File: src/rtl/mem_arbiter_pkg.sv
// Shared memory-side package for the cache blocks.
// Holds the burst arbiter state encoding and the default line geometry
// (burst length in words, word width) used by the cache-line adapter,
// the arbiter and the memory wrapper.
package mem_arbiter_pkg;

  typedef enum logic [1:0] {
    IDLE  = 2'd0,
    READ  = 2'd1,
    WRITE = 2'd2,
    DONE  = 2'd3
  } arb_state_t;

  localparam int MEM_BURST_LEN = 8;
  localparam int MEM_WORD_W    = 32;

endpackage

File: src/rtl/mem_arbiter.sv
// Two-port burst arbiter in front of main memory.
// The instruction side (line reads) and the data side (line reads or
// writebacks) compete for one memory port. Arbitration happens only in
// IDLE; ties go round-robin, starting with the data side. A granted burst
// always runs BURST_LEN beats, paced by mm_valid, and ends with a one-cycle
// DONE state that pulses the owner's done strobe.
//
// Ports:
//   clk, reset            single clock, synchronous active-high reset
//   req_i, addr_i         instruction-side line read request / address
//   req_d, we_d, addr_d,  data-side request, we_d=1 selects writeback,
//   wdata_d               writeback word currently presented
//   gnt_i, gnt_d          burst owner (at most one high)
//   rvalid, rdata, beat   read beat strobe, data and beat index
//   wack_d                writeback word accepted, present the next one
//   done_i, done_d        one-cycle burst-complete pulses
//   mm_re, mm_we, mm_addr, main-memory request, word address, write data
//   mm_din
//   mm_dout, mm_valid     main-memory read data and beat handshake
module mem_arbiter
  import mem_arbiter_pkg::*;
#(
  parameter int BURST_LEN = MEM_BURST_LEN,
  parameter int ADDR_W    = 32,
  parameter int WORD_W    = MEM_WORD_W
) (
  input  logic                         clk,
  input  logic                         reset,
  input  logic                         req_i,
  input  logic [ADDR_W-1:0]            addr_i,
  input  logic                         req_d,
  input  logic                         we_d,
  input  logic [ADDR_W-1:0]            addr_d,
  input  logic [WORD_W-1:0]            wdata_d,
  output logic                         gnt_i,
  output logic                         gnt_d,
  output logic                         rvalid,
  output logic [WORD_W-1:0]            rdata,
  output logic [$clog2(BURST_LEN)-1:0] beat,
  output logic                         wack_d,
  output logic                         done_i,
  output logic                         done_d,
  output logic                         mm_re,
  output logic                         mm_we,
  output logic [ADDR_W-1:0]            mm_addr,
  output logic [WORD_W-1:0]            mm_din,
  input  logic [WORD_W-1:0]            mm_dout,
  input  logic                         mm_valid
);

  localparam int                BEAT_W    = $clog2(BURST_LEN);
  localparam logic [BEAT_W-1:0] LAST_BEAT = BEAT_W'(BURST_LEN - 1);
  // Byte offset within a line: beat index plus the 2-bit word offset.
  localparam logic [ADDR_W-1:0] LINE_MASK = ADDR_W'(BURST_LEN * 4 - 1);

  arb_state_t        state, state_nxt;
  logic              owner_d;     // 1: data side owns the current burst
  logic              last_d;      // 1: data side won the previous grant
  logic [ADDR_W-1:0] base_addr;
  logic              win_d;
  logic              any_req;
  logic              busy;
  logic              last_beat;
  logic [ADDR_W-1:0] addr_sel;

  assign any_req   = req_i | req_d;
  // Data wins when alone, or on a tie when instruction was granted last.
  assign win_d     = req_d & (~req_i | ~last_d);
  assign addr_sel  = win_d ? addr_d : addr_i;
  assign busy      = (state == READ) || (state == WRITE);
  assign last_beat = busy && mm_valid && (beat == LAST_BEAT);

  always_ff @(posedge clk) begin
    if (reset) begin
      state <= IDLE;
    end else begin
      state <= state_nxt;
    end
  end

  always_comb begin
    state_nxt = state;
    gnt_i     = 1'b0;
    gnt_d     = 1'b0;
    mm_re     = 1'b0;
    mm_we     = 1'b0;
    rvalid    = 1'b0;
    rdata     = '0;
    wack_d    = 1'b0;
    mm_din    = '0;
    done_i    = 1'b0;
    done_d    = 1'b0;
    unique case (state)
      IDLE: begin
        if (any_req) begin
          state_nxt = (win_d && we_d) ? WRITE : READ;
        end
      end
      READ: begin
        gnt_i  = ~owner_d;
        gnt_d  = owner_d;
        mm_re  = 1'b1;
        rvalid = mm_valid;
        rdata  = mm_dout;
        if (last_beat) begin
          state_nxt = DONE;
        end
      end
      WRITE: begin
        gnt_d  = 1'b1;
        mm_we  = 1'b1;
        mm_din = wdata_d;
        wack_d = mm_valid;
        if (last_beat) begin
          state_nxt = DONE;
        end
      end
      DONE: begin
        done_i    = ~owner_d;
        done_d    = owner_d;
        state_nxt = IDLE;
      end
      default: state_nxt = IDLE;
    endcase
  end

  // Grant-time capture of owner and line base; beat counter runs only
  // while a burst is active, so mm_valid in IDLE/DONE is ignored.
  always_ff @(posedge clk) begin
    if (reset) begin
      owner_d   <= 1'b0;
      last_d    <= 1'b0;
      beat      <= '0;
      base_addr <= '0;
    end else if (state == IDLE && any_req) begin
      owner_d   <= win_d;
      last_d    <= win_d;
      beat      <= '0;
      base_addr <= addr_sel & ~LINE_MASK;
    end else if (busy && mm_valid) begin
      beat <= last_beat ? '0 : beat + 1'b1;
    end
  end

  assign mm_addr = base_addr + ADDR_W'({beat, 2'b00});

endmodule

File: config.mk
export PLATFORM = sky130hd
export DESIGN_NAME = mem_arbiter
export DESIGN_NICKNAME = d
export VERILOG_FILES = /design/src/rtl/mem_arbiter_pkg.sv /design/src/rtl/mem_arbiter.sv
export SDC_FILE = /design/constraint.sdc
export NUM_CORES = 1
export LEC_CHECK = 0
export ABC_AREA = 1
export CORE_MARGIN = 8
export CORE_UTILIZATION = 30
export CTS_CLUSTER_SIZE = 8
export DETAILED_ROUTE_END_ITERATION = 6
export GPL_TIMING_DRIVEN = 0
export HOLD_SLACK_MARGIN = 0.12
export PLACE_DENSITY_LB_ADDON = 0.25
export SLEW_MARGIN = 0
export SYNTH_ARGS = -nofsm -noshare
export SYNTH_HDL_FRONTEND = slang
export SYNTH_SLANG_ARGS = --single-unit
File: constraint.sdc
create_clock -name clk -period 2.5 [get_ports clk]
set_input_delay 0.625 -clock clk [delete_from_list [all_inputs] [get_ports clk]]
set_output_delay 0.625 -clock clk [all_outputs]
set_load 0.01 [all_outputs]
==> out/qor.csv <==
stage,metric,value,unit
global_route,vias in the first global route,3058,
timing,"Hold Violations, Final",0,
timing,Fin Clk Skew,0.01359,ns
worst_setup_path,CP Capture Type,primary output,
routing,via count,2948,
cts,Max Buffers Root-to-Sink,2,
logic_synthesis,Mapped Cells,358,
routing,Pre-Repair DR Iteration Count,4,
worst_setup_path,CP arrival,1.78,ns
cts,CTS buffer count,5,
cells_and_area,layout cells sized above 1,7.095,%
routing,Via density,4.266,
cts,Clock transition at path regs,0.07,ns
logic_synthesis,"FFs w/ async S/R, synth",0,%
global_route,antenna violations before repair,0,
logic_synthesis,Synth area leaders,"dfxtp_1 30%, nand2_1 14%, inv_1 13%, o21ai_1 9.2%, nand3_1 6.9%",
floorplanning,Core Rows,31,
timing,crit path time final,2.401,ns
floorplanning,io pins,241,
worst_setup_path,CP Data Required Time,1.88,ns
routing,Post-Route WL,10.33,mm
cells_and_area,antenna cell count,0,
cts,htree depth,2,
worst_setup_path,Max Fanout on Critical Path,10,
cells_and_area,filler instances,634,
floorplanning,Core Box Area,7137,sq um
logic_synthesis,leading area contributor after synthesis,dfxtp_1,
floorplanning,die height,101.0,um
routing,drt drc,0,
cells_and_area,Final #Nets,733,
logic_synthesis,synthesis-stage register bit count,33,
place,IO Port Bufs,228,
timing,Fmax,416.5,MHz
logic_synthesis,post-synth cell types,22,
logic_synthesis,Yosys top cell area share,30.45,%
global_route,largest net degree at the start of global routing,11,
global_route,GR Overflow Total,0,
logic_synthesis,"count leader, synth",nand2_1,
power_and_ir_drop,Tot Pwr,3.303,mW
floorplanning,Initial Utilization,30.40,%
worst_setup_path,element type at the critical path start,flip-flop,
logic_synthesis,Post-synth top flop,dfxtp_1,
routing,post-DR wirelength/cell,14.94,um
routing,number of nets with antenna violations after routing,0,
power_and_ir_drop,VDD IR max,438.7,uV
routing,Iteration-0 DRC Markers,55,
cts,clk sinks,33,
cts,root buffer cell,clkbuf_8,
power_and_ir_drop,Cell Pwr Density,697.9,nW/um^2
floorplanning,die area,10210,sq um
cts,"Setup Fix Bufs, Post-CTS",0,
logic_synthesis,Synth Cell Area,2170,sq um
timing,Max Slew Vio Count,0,
floorplanning,Die X,101.0,um
cells_and_area,Final Instance Area,4733,sq um
power_and_ir_drop,Pleak,2.428,nW
cts,CTS tree,built,
place,DP Wirelength,8.897,mm
outcome,status,finished clean,
logic_synthesis,Mapped Avg Cell Area,6.060,sq um
logic_synthesis,register area share after synthesis,30.45,%
min_path,Hold WC Path Type,reg -> reg,
global_route,first-pass GRT wire length,15.32,mm
timing,final worst-path cycle share,96.03,%
timing,final setup violating endpoints,0,
cts,Clock Latency Late Sink,0.28,ns
place,RD Place Congestion,0.8394,
cts,Post-CTS Hold Fix Bufs,0,
place,dpl cell area,4579,sq um
flow_run,Max Cap Viol,0,
cells_and_area,area grow syn2layout,118.2,%
logic_synthesis,Synthesis Warnings,0,
global_route,Tot GR Track Use,19.05,%
worst_setup_path,Worst Setup Path Type,reg -> out,
logic_synthesis,Post-synth EDFFs,0,
logic_synthesis,Synth top cells by count,"81 x nand2_1, 75 x inv_1, 40 x o21ai_1, 36 x nor2_1, 33 x dfxtp_1",
-- power by group --
part	switching, mW	internal [mW]
Clock	0.189	0.218
Combinational	0.992	1.12
Sequential	0.0992	0.686
Total	1.28	2.02
-- worst max-delay path, stage by stage (launching register included) --
cell	delay [ns]
dfxtp_2	0.35
inv_2	0.11
ha_4	0.20
buf_4	0.18
nand2_1	0.06
inv_1	0.04
clkdlybuf4s50_1	0.56
-- through the flow --
stage               hold slack [ns]  TNS (ns)  cells  setup slack (ns)  util, %
finish                       0.4732         0    691           0.09924    66.32
global route                 0.4987  -0.02394    691         -0.008871    66.32
CTS                          0.4790    -2.136    691          -0.08020    65.67
detailed placement           0.4657    -4.778    686           -0.1295    64.17
global placement             0.4585    -2.349    686          -0.07820    64.17
floorplan                    0.4703         0    359            0.5824        -
-- flip-flops by register name, indices dropped and copies added, names as in the netlist --
name / flops
base_addr: 27
beat: 3
last_d: 1
state: 2
-- final cells by class --
cell class              instances  area (sq um)  share of cell area, %
clock buffers                   6         82.58                  1.745
multi-input cells             225          1092                  23.08
plain buffers                  22         175.2                  3.701
clock inverters                 1         7.507                 0.1586
repair buffers                228          2297                  48.53
well taps                      99         123.9                  2.617
inverters                      77         291.5                  6.159
flip-flops and latches         33         663.1                  14.01
-- cell usage in the layout (no fill, tap or decap), types with 7 or more instances in the layout --
master and n:
nand3_1 30, clkdlybuf4s50_1 219, o21ai_0 14, nor2_1 36
a21oi_1 8, inv_1 73, dlymetal6s2s_1 7, dfxtp_1 31
o21ai_1 40, buf_4 10, nand2_1 81
-- repair_timing --
| item | in CTS | in global routing |
|---|---|---|
| setup endpoints to repair | 68 | 60 |
| gates resized for setup | 16 | 20 |
| pin swaps | 0 | 1 |
-- worst paths after layout --
path / cells after the start / end / startpoint / slack (ns)
max reg2reg: 7 / base_addr[21] / state[0] / 1.13
min reg2reg: 2 / base_addr[17] / base_addr[17] / 0.47
max: 6 / mm_din[18] / state[0] / 0.1
min: 2 / base_addr[17] / base_addr[17] / 0.47
-- routing by layer --
metal | vias up | wire, um | GRT usage [%]
met5 | - | 0 | 0
met4 | 0 | 99 | 3.666
met3 | 6 | 786 | 6.215
met2 | 95 | 5711 | 36.94
met1 | 1303 | 3729 | 19.11
li1 | 1544 | - | -
-- cells by family after synthesis --
| group | synth area share [%] |
|---|---|
| other | 0.1728 |
| AOI/OAI and AO/OA | 15.05 |
| and+or+nand+nor | 29.64 |
| buffers and inverters | 20.65 |
| adders and majority gates | 4.037 |
| DFF | 30.45 |
Power figures use the tool's default switching activity.
